===== config.mk =====
export PLATFORM = sky130hd
export DESIGN_NAME = alarm_controller_flat
export DESIGN_NICKNAME = d
export VERILOG_FILES = /design/src/rtl/alarm_controller_if.sv /design/src/rtl/alarm_controller.sv /design/src/flat_wrapper.sv
export SDC_FILE = /design/constraint.sdc
export NUM_CORES = 1
export LEC_CHECK = 0
export BUFFER_PORTS_ARGS = -buffer_cell sky130_fd_sc_hd__buf_2
export CAP_MARGIN = 40
export CORE_MARGIN = 3
export CORE_UTILIZATION = 40
export DETAILED_ROUTE_END_ITERATION = 8
export GPL_TIMING_DRIVEN = 0
export HOLD_SLACK_MARGIN = 0.02
export SETUP_SLACK_MARGIN = 0.05
export SLEW_MARGIN = 10
export SYNTH_ARGS = -nofsm -noshare
export SYNTH_HDL_FRONTEND = slang
export SYNTH_SLANG_ARGS = --single-unit

===== constraint.sdc =====
create_clock -name i_clk -period 2.7 [get_ports i_clk]
set_input_delay 0.135 -clock i_clk [delete_from_list [all_inputs] [get_ports i_clk]]
set_output_delay 0.135 -clock i_clk [all_outputs]
set_load 0.005 [all_outputs]

===== src/rtl/alarm_controller_if.sv =====
// Button, timekeeping and display signals between the alarm sequencer and its surroundings.
// The master side drives buttons and the running time; the slave side (the controller) drives the alarm fields.
interface alarm_controller_if;
   logic       i_alarm_set;
   logic       i_arm;
   logic       i_snooze;
   logic       i_up;
   logic       i_down;
   logic       i_left;
   logic       i_right;
   logic       i_sec_tick;
   logic [4:0] i_hr;
   logic [5:0] i_min;
   logic [5:0] i_sec;
   logic [4:0] o_alarm_hr;
   logic [5:0] o_alarm_min;
   logic       o_sel;
   logic       o_setting;
   logic       o_armed;
   logic       o_ring;

   modport master (
      output i_alarm_set, i_arm, i_snooze, i_up, i_down, i_left, i_right,
      output i_sec_tick, i_hr, i_min, i_sec,
      input  o_alarm_hr, o_alarm_min, o_sel, o_setting, o_armed, o_ring
   );

   modport slave (
      input  i_alarm_set, i_arm, i_snooze, i_up, i_down, i_left, i_right,
      input  i_sec_tick, i_hr, i_min, i_sec,
      output o_alarm_hr, o_alarm_min, o_sel, o_setting, o_armed, o_ring
   );
endinterface


===== src/rtl/alarm_controller.sv =====
// Alarm sequencer: hr:min alarm editing, match detection, ring/snooze/auto-silence timing.
// One cycle from button or trigger to registered outputs; buttons are single-cycle pulses, never stalled.
module alarm_controller #(
   parameter int RING_SECONDS   = 60,
   parameter int SNOOZE_SECONDS = 300
) (
   input logic                i_clk,
   input logic                i_rstn,
   alarm_controller_if.slave  bus
);

   typedef enum logic [2:0] {S_OFF, S_SET, S_ARMED, S_RING, S_SNOOZE} state_t;

   localparam logic [8:0] RING_LAST   = 9'(RING_SECONDS - 1);
   localparam logic [8:0] SNOOZE_LAST = 9'(SNOOZE_SECONDS - 1);

   state_t     r_state;
   state_t     w_next;
   logic [4:0] r_alarm_hr;
   logic [5:0] r_alarm_min;
   logic       r_sel;
   logic       r_setting;
   logic       r_armed;
   logic       r_ring;
   logic [8:0] r_timer;
   logic       r_ret_armed;
   logic       r_match_d;

   logic w_match;
   logic w_trigger;
   logic w_ring_done;
   logic w_snooze_done;
   logic w_edit_inc;
   logic w_edit_dec;

   // Rising edge of the match, so arming inside the matching second never fires.
   assign w_match       = (bus.i_hr == r_alarm_hr) && (bus.i_min == r_alarm_min) && (bus.i_sec == 6'd0);
   assign w_trigger     = w_match && !r_match_d;
   assign w_ring_done   = bus.i_sec_tick && (r_timer == RING_LAST);
   assign w_snooze_done = bus.i_sec_tick && (r_timer == SNOOZE_LAST);
   assign w_edit_inc    = bus.i_up && !bus.i_down;
   assign w_edit_dec    = bus.i_down && !bus.i_up;

   always_comb begin
      w_next = r_state;
      case (r_state)
         S_OFF: begin
            if (bus.i_arm)            w_next = S_ARMED;
            else if (bus.i_alarm_set) w_next = S_SET;
         end
         S_ARMED: begin
            if (bus.i_arm)            w_next = S_OFF;
            else if (bus.i_alarm_set) w_next = S_SET;
            else if (w_trigger)       w_next = S_RING;
         end
         S_SET: begin
            if (bus.i_alarm_set)      w_next = r_ret_armed ? S_ARMED : S_OFF;
         end
         S_RING: begin
            if (bus.i_arm)            w_next = S_OFF;
            else if (bus.i_snooze)    w_next = S_SNOOZE;
            else if (w_ring_done)     w_next = S_ARMED;
         end
         S_SNOOZE: begin
            if (bus.i_arm)            w_next = S_OFF;
            else if (w_snooze_done)   w_next = S_RING;
         end
         default:                     w_next = S_OFF;
      endcase
   end

   always_ff @(posedge i_clk or negedge i_rstn) begin
      if (!i_rstn) begin
         r_state     <= S_OFF;
         r_alarm_hr  <= '0;
         r_alarm_min <= '0;
         r_sel       <= 1'b0;
         r_setting   <= 1'b0;
         r_armed     <= 1'b0;
         r_ring      <= 1'b0;
         r_timer     <= '0;
         r_ret_armed <= 1'b0;
         r_match_d   <= 1'b0;
      end else begin
         r_state   <= w_next;
         r_match_d <= w_match;
         r_setting <= (w_next == S_SET);
         r_armed   <= (w_next == S_ARMED) || (w_next == S_RING) || (w_next == S_SNOOZE);
         r_ring    <= (w_next == S_RING);

         if (w_next != r_state)
            r_timer <= '0;
         else if (bus.i_sec_tick && ((r_state == S_RING) || (r_state == S_SNOOZE)))
            r_timer <= r_timer + 9'd1;

         if ((r_state != S_SET) && (w_next == S_SET)) begin
            r_sel       <= 1'b0;
            r_ret_armed <= (r_state == S_ARMED);
         end

         // Edits use the field selected before any toggle in the same cycle.
         if (r_state == S_SET) begin
            if (bus.i_left || bus.i_right)
               r_sel <= !r_sel;
            if (r_sel) begin
               if (w_edit_inc)      r_alarm_hr <= (r_alarm_hr == 5'd23) ? 5'd0 : r_alarm_hr + 5'd1;
               else if (w_edit_dec) r_alarm_hr <= (r_alarm_hr == 5'd0) ? 5'd23 : r_alarm_hr - 5'd1;
            end else begin
               if (w_edit_inc)      r_alarm_min <= (r_alarm_min == 6'd59) ? 6'd0 : r_alarm_min + 6'd1;
               else if (w_edit_dec) r_alarm_min <= (r_alarm_min == 6'd0) ? 6'd59 : r_alarm_min - 6'd1;
            end
         end
      end
   end

   assign bus.o_alarm_hr  = r_alarm_hr;
   assign bus.o_alarm_min = r_alarm_min;
   assign bus.o_sel       = r_sel;
   assign bus.o_setting   = r_setting;
   assign bus.o_armed     = r_armed;
   assign bus.o_ring      = r_ring;

endmodule


===== src/flat_wrapper.sv =====
// flat-port wrapper written by rule: the top's interface ports become plain ports
module alarm_controller_flat 
#(
   parameter int RING_SECONDS   = 60,
   parameter int SNOOZE_SECONDS = 300
)
  (i_clk, i_rstn, bus_i_alarm_set, bus_i_arm, bus_i_snooze, bus_i_up, bus_i_down, bus_i_left, bus_i_right, bus_i_sec_tick, bus_i_hr, bus_i_min, bus_i_sec, bus_o_alarm_hr, bus_o_alarm_min, bus_o_sel, bus_o_setting, bus_o_armed, bus_o_ring);
  alarm_controller_if bus_i ();
  input logic i_clk;
  input logic i_rstn;
  input wire logic [$bits(bus_i.i_alarm_set)-1:0] bus_i_alarm_set;
  input wire logic [$bits(bus_i.i_arm)-1:0] bus_i_arm;
  input wire logic [$bits(bus_i.i_snooze)-1:0] bus_i_snooze;
  input wire logic [$bits(bus_i.i_up)-1:0] bus_i_up;
  input wire logic [$bits(bus_i.i_down)-1:0] bus_i_down;
  input wire logic [$bits(bus_i.i_left)-1:0] bus_i_left;
  input wire logic [$bits(bus_i.i_right)-1:0] bus_i_right;
  input wire logic [$bits(bus_i.i_sec_tick)-1:0] bus_i_sec_tick;
  input wire logic [$bits(bus_i.i_hr)-1:0] bus_i_hr;
  input wire logic [$bits(bus_i.i_min)-1:0] bus_i_min;
  input wire logic [$bits(bus_i.i_sec)-1:0] bus_i_sec;
  output wire logic [$bits(bus_i.o_alarm_hr)-1:0] bus_o_alarm_hr;
  output wire logic [$bits(bus_i.o_alarm_min)-1:0] bus_o_alarm_min;
  output wire logic [$bits(bus_i.o_sel)-1:0] bus_o_sel;
  output wire logic [$bits(bus_i.o_setting)-1:0] bus_o_setting;
  output wire logic [$bits(bus_i.o_armed)-1:0] bus_o_armed;
  output wire logic [$bits(bus_i.o_ring)-1:0] bus_o_ring;
  assign bus_i.i_alarm_set = bus_i_alarm_set;
  assign bus_i.i_arm = bus_i_arm;
  assign bus_i.i_snooze = bus_i_snooze;
  assign bus_i.i_up = bus_i_up;
  assign bus_i.i_down = bus_i_down;
  assign bus_i.i_left = bus_i_left;
  assign bus_i.i_right = bus_i_right;
  assign bus_i.i_sec_tick = bus_i_sec_tick;
  assign bus_i.i_hr = bus_i_hr;
  assign bus_i.i_min = bus_i_min;
  assign bus_i.i_sec = bus_i_sec;
  assign bus_o_alarm_hr = bus_i.o_alarm_hr;
  assign bus_o_alarm_min = bus_i.o_alarm_min;
  assign bus_o_sel = bus_i.o_sel;
  assign bus_o_setting = bus_i.o_setting;
  assign bus_o_armed = bus_i.o_armed;
  assign bus_o_ring = bus_i.o_ring;
  alarm_controller #(.RING_SECONDS(RING_SECONDS), .SNOOZE_SECONDS(SNOOZE_SECONDS)) u_core (.i_clk(i_clk), .i_rstn(i_rstn), .bus(bus_i));
endmodule

; Yosys cells after proc, flatten, opt, wreduce, memory -nomap -nowiden
; Cells that the tools add are included.
[word_totals]
latch_bits = 0
regBits = 29
memories = 0
ram_bits = 0
rom_bits = 0
[classes]
n_bitwise = 1
mul = 0
div_mod_pow = 0
add_sub_neg = 5
magnitude_cmp = 0
shift = 0
reduce_logical = 25
eq_ne = 16
muxes = 26
[ops]
columns = cell, count
row1 = two-way mux 3 bit, 11
row2 = two-way mux 6 bit, 4
row3 = two-way mux 5 bit, 4
row4 = two-way mux 9 bit, 2
row5 = one-hot mux 3 bit (5 select lines), 1
row6 = equality test 3 x 2 -> 1 bit (second input constant), 4
row7 = zero test 6 bit, 2
row8 = adder 9 x 1 -> 9 bit (second input constant), 1
row9 = equality test 9 x 6 -> 1 bit (second input constant), 1
row10 = equality test 9 bit (second input constant), 1
row11 = logical AND 1 bit, 9
row12 = adder 6 x 1 -> 6 bit (second input constant), 1
row13 = equality test 3 x 1 -> 1 bit (second input constant), 2
row14 = equality test 3 bit (second input constant), 2
row15 = equality test 6 bit, 1
row16 = equality test 6 bit (second input constant), 1
row17 = AND reduction 3 bit, 2
row18 = subtractor 6 x 1 -> 6 bit (second input constant), 1
row19 = adder 5 x 1 -> 5 bit (second input constant), 1
row20 = equality test 5 bit, 1
row21 = equality test 5 bit (second input constant), 1
row22 = zero test 5 bit, 1
row23 = subtractor 5 x 1 -> 5 bit (second input constant), 1
row24 = zero test 1 bit, 4
row25 = other kinds (8), 14

; Depth between registers and ports, before layout
[logic_depth]
ltp_word = 13
depth_mapped = 9
ltp_nobuf = 8

; Worst setup path after synthesis
; Ideal clock, no wire load.
[synth_timing]
path_kind = reg2reg
start = reg u_core.r_state[1]
end = reg u_core.r_timer[1]
stages_incl_launch_ff = 7
slack_ns = 0.608
arrival_ns = 1.953
n_path_buf = 0
cell_sequence = dfrtp_1 or4b_4 nand4b_4 o21a_4 nor4b_4 o41ai_4 nor2_1
[synth_between]
elab_chain_len = 6
elab_cells_between_ends = 22
cone_classes = eq/ne (5) / mux (13) / reduce/logical (4)
[synth_lines]
columns = element, line_no
row1 = from (decl), alarm_controller.sv:17  ; state_t r_state;
row2 = from (signal assigned), alarm_controller.sv:85  ; r_state <= w_next;
row3 = two-way mux 3 bit (on tied branches), "alarm_controller.sv:62, alarm_controller.sv:54"
row4 = two-way mux 3 bit (on tied branches), "alarm_controller.sv:61, alarm_controller.sv:53"
row5 = two-way mux 3 bit (on tied branches), "alarm_controller.sv:60, alarm_controller.sv:52"
row6 = one-hot mux 3 bit (5 select lines), alarm_controller.sv:46  ; case (r_state)
row7 = inequality test 3 bit, alarm_controller.sv:91  ; if (w_next != r_state)
row8 = two-way mux 9 bit / nonzero test 2 bit (equally long branches), -
row9 = to (signal assigned), alarm_controller.sv:94  ; r_timer <= r_timer + 9'd1;
row10 = to (decl), alarm_controller.sv:25  ; logic [8:0] r_timer;
; Several ways; a longest one is shown, not always the timed one.
; A chain may end at the register's enable or synchronous reset.

; Worst setup path after layout
[layout_timing]
start = reg u_core.r_alarm_min[3], in the netlist u_core.bus.o_alarm_min[3]
end = reg u_core.r_timer[7]
[layout_between]
elab_chain_len = 10
elab_cells_between_ends = 11
cone_classes = eq/ne (2) / mux (5) / reduce/logical (4)
[layout_lines]
columns = element, line_no
row1 = from (decl), alarm_controller.sv:20  ; logic [5:0] r_alarm_min;
row2 = from (signal assigned), alarm_controller.sv:109  ; if (w_edit_inc) r_alarm_min <= (r_alarm_min == 6'd59) ? 6'd0 : r_alarm_min + 6'd1;
row3 = from (signal assigned), alarm_controller.sv:110  ; else if (w_edit_dec) r_alarm_min <= (r_alarm_min == 6'd0) ? 6'd59 : r_alarm_min - 6'd1;
row4 = equality test 6 bit (*), alarm_controller.sv:37  ; assign w_match = (bus.i_hr == r_alarm_hr) && (bus.i_min == r_alarm_min) && (bus.i_sec == 6'd0);
row5 = logical AND 1 bit (*) (2 in series), alarm_controller.sv:37
row6 = logical AND 1 bit (*), alarm_controller.sv:38  ; assign w_trigger = w_match && !r_match_d;
row7 = two-way mux 3 bit (*), alarm_controller.sv:54  ; else if (w_trigger) w_next = S_RING;
row8 = two-way mux 3 bit (*), alarm_controller.sv:53  ; else if (bus.i_alarm_set) w_next = S_SET;
row9 = two-way mux 3 bit (*), alarm_controller.sv:52  ; if (bus.i_arm) w_next = S_OFF;
row10 = one-hot mux 3 bit (5 select lines) (*), alarm_controller.sv:46
row11 = inequality test 3 bit (*), alarm_controller.sv:91
row12 = two-way mux 9 bit / nonzero test 2 bit (equally long branches), -
; Mark *: on every way between the ends. The rest lies on a longest branch, timed or not.

==> flow_metrics.env <==
export IMPL_row_count=25
export IMPL_power_per_cell_area_nw_per_um2=863
export IMPL_start_util_pct=42.2
export IMPL_antennaDiodeCount=0
export IMPL_synth_top_area_cell="dfrtp_1"
export IMPL_relSlewSlack_pct=57.9
export IMPL_worst_path_buf_inv=1
export IMPL_worst_slew_pin_slew_ns=0.631
export IMPL_ir_worst_vdd_mv=0.391
export IMPL_clock_skew_ns=0.00751
export IMPL_cp_cell_sequence="clkbuf_1, xnor2_1, nand4_1, nor4_4, nor4b_4, o41ai_4, nor2_1"
export IMPL_path_class="reg2reg"
export IMPL_htree_levels=2
export IMPL_synthMostInstantiatedCell="dfrtp_1"
export IMPL_io_pins=42
export IMPL_syn_to_final_growth_pct=20.5
export IMPL_cts_buffer_depth=2
export IMPL_synthTopCellsByArea="dfrtp_1 (35%), xnor2_1 (6.0%), nor2_1 (4.6%)"
export IMPL_hold_path_class="in2reg"
export IMPL_cp_start_kind="flip-flop"
export IMPL_rsz0062_at_grt="no"
export IMPL_synth_area_um2=2050
export IMPL_p_leak_nw=1.13
export IMPL_cap_viol_max_count=0
export IMPL_grtUsageTotal_pct=16.0
export IMPL_drt_iter0_drc=81
export IMPL_ys_ff_latch=29
export IMPL_setup_viol=0
export IMPL_synthFlopType="dfrtp_1"
export IMPL_cts_tree="yes"
export IMPL_hpwlAfterDp_um=3280
export IMPL_end_kind="flip-flop"
export IMPL_dieWidth_um=77.6
export IMPL_path_clk_slew_ns=0.07
export IMPL_dr_total_vias=1812
export IMPL_finalHoldViolCount=0
export IMPL_min_period_over_period_pct=87.5
export IMPL_critPathMaxStageDelay_ns=0.57
export IMPL_arrival_ns=2.51
export IMPL_maxSlewViolCount=0
export IMPL_synth_edf_count=0
export IMPL_nets=312
export IMPL_die_area_um2=6010
export IMPL_wirelength_um=4400
export IMPL_grt_overflow=0
export IMPL_avgSynthCellArea_um2=8.94
export IMPL_clkLatencyLatePin_ns=0.28
export IMPL_portBuffers=41
export IMPL_grt_pass1_vias=1731
export IMPL_die_height_um=77.6
export IMPL_yosysWarnings=0
export IMPL_critPathSlowestCell="o41ai_4"
export IMPL_whs_ns=0.143
export IMPL_fmax_mhz=423
export IMPL_grt_max_degree=30
export IMPL_fin_setup_tns_ns=0
export IMPL_fin_crit_ns=2.36
export IMPL_synth_top_cell_area_share_pct=35.4
export IMPL_postSynthCellCount=229
export IMPL_drive_above_1_share_pct=24.0
export IMPL_drc_errors=0
export IMPL_cts_resized=0
export IMPL_wl_per_cell_um=12.7
export IMPL_critPathRequiredTime_ns=2.85
export IMPL_worst_path_max_fanout=10
export IMPL_outcome="finished, final reports clean"
export IMPL_yosysSeqAreaShare_pct=35.4
export IMPL_dr_pass1_iters=4
export IMPL_yosysUniqueCellTypes=49
export IMPL_cp_top_family="simple AND/OR/NAND/NOR gates"
export IMPL_async_flop_share_pct=100
export IMPL_yosys_top_cells_count="dfrtp_1 (29), nor2_1 (25), nand2_1 (17), o21ai_0 (17), xnor2_1 (14)"
export IMPL_cts_sinks=29
export IMPL_cts_buffers=5
export IMPL_place_gp_congestion=0.836
export IMPL_antenna_left=0
export IMPL_antenna_found_initial=0
export IMPL_core_um2=4850
export IMPL_cts_root_buffer="clkbuf_8"
export IMPL_viasPerCell=5.24
export IMPL_synth_net_count=263
export IMPL_grt_pass1_wl_um=7890
[through the flow]
step / setup slack, ns / cell area [um2] / power [mW] / instances / util (%)
6_report: 0.337 / 2470 / 2.13 / 346 / 50.9
5_1_grt: 0.134 / 2470 / 2.33 / 346 / 50.9
2_1_floorplan: 0.608 / 2050 / 1.37 / 229 / -
3_5_place_dp: 0.313 / 2340 / 1.66 / 337 / 48.2
3_3_place_gp: 0.350 / 2340 / 1.66 / 337 / 48.2
4_1_cts: 0.311 / 2470 / 2.15 / 346 / 50.9
[routing by layer]
metal / up-vias / GRT usage (%) / wire length, um
met5: - / 0 / 0
met4: 0 / 4.09 / 28
met3: 5 / 4.06 / 221
met2: 36 / 25.2 / 2010
met1: 846 / 21.8 / 2140
li1: 925 / - / -
[layout by cell type, fill, tap and decap left out, types with 2 or more instances in the layout]
master and n:
a21oi_1 10, a31o_2 2, a31oi_1 5, a41oi_1 2, and3_1 7, buf_2 42, clkbuf_1 8, clkbuf_8 6
dfrtp_1 29, ha_1 7, inv_1 12, mux2i_1 2, nand2_1 17, nand2b_1 2, nand3_1 6, nand3b_1 4
nand4_1 9, nor2_1 25, nor2b_1 3, nor3_1 4, nor4_1 3, nor4b_4 2, o21ai_0 17, o31ai_1 4
or2_2 2, or3b_2 2, xnor2_1 14, xor2_1 8
[state kept, by name (all words and copies together), names as in the netlist]
| signal | flops |
|---|---|
| u_core.bus.o_setting | 1 |
| u_core.bus.o_armed | 1 |
| u_core.bus.o_alarm_min | 6 |
| u_core.r_state | 3 |
| u_core.r_timer | 9 |
| u_core.bus.o_alarm_hr | 5 |
| u_core.r_ret_armed | 1 |
| u_core.r_match_d | 1 |
| u_core.bus.o_sel | 1 |
| u_core.bus.o_ring | 1 |
[report_power, final]
part | switching [mW] | internal (mW) | total [mW]
clock | 0.172 | 0.300 | 0.472
combinational | 0.546 | 0.422 | 0.968
sequential | 0.139 | 0.550 | 0.689
[worst reg2reg max path: stages, from the launching register on]
cell and delay (ns):
dfrtp_1 0.34, clkbuf_1 0.37, xnor2_1 0.17, nand4_1 0.23, nor4_4 0.35, nor4b_4 0.10, o41ai_4 0.57, nor2_1 0.11
[final timing paths]
kind	start	endpoint	slack, ns	cells past startpoint
hold reg to reg	u_core.r_ret_armed	u_core.r_ret_armed	0.52	1
max in group asynchronous	i_rstn	u_core.r_state[0]	1.88	2
hold / removal	bus_i_snooze	u_core.r_state[2]	0.14	2
setup / recovery	u_core.bus.o_alarm_min[3]	u_core.r_timer[7]	0.34	7
min in group asynchronous	i_rstn	u_core.bus.o_setting	0.41	2
setup reg to reg	u_core.bus.o_alarm_min[3]	u_core.r_timer[7]	0.34	7
[area by class of cell]
class | count | area [um2]
multi-input combinational | 178 | 1240
clock buffer | 6 | 82.6
timing repair buffer | 42 | 215
clock inverter | 2 | 37.5
fill | 447 | 2380
tap | 67 | 83.8
inverter | 12 | 45.0
sequential | 29 | 726
buffer | 10 | 38.8
[timing repair]
| item | in CTS | in global routing |
|---|---|---|
| endpoints found under the hold margin | 29 | 0 |
| setup buffers | 0 | 0 |
| hold buffers | 1 | 0 |
[logic make-up after synthesis]
logic type,synth area share [%]
buf+inv,4.09
simple gates,27.6
flops,35.4
fa+ha+maj,4.28
mux,0.977
compound gates,18.2
xor+xnor,9.41
Note: power is estimated with default switching activity, not from simulation.
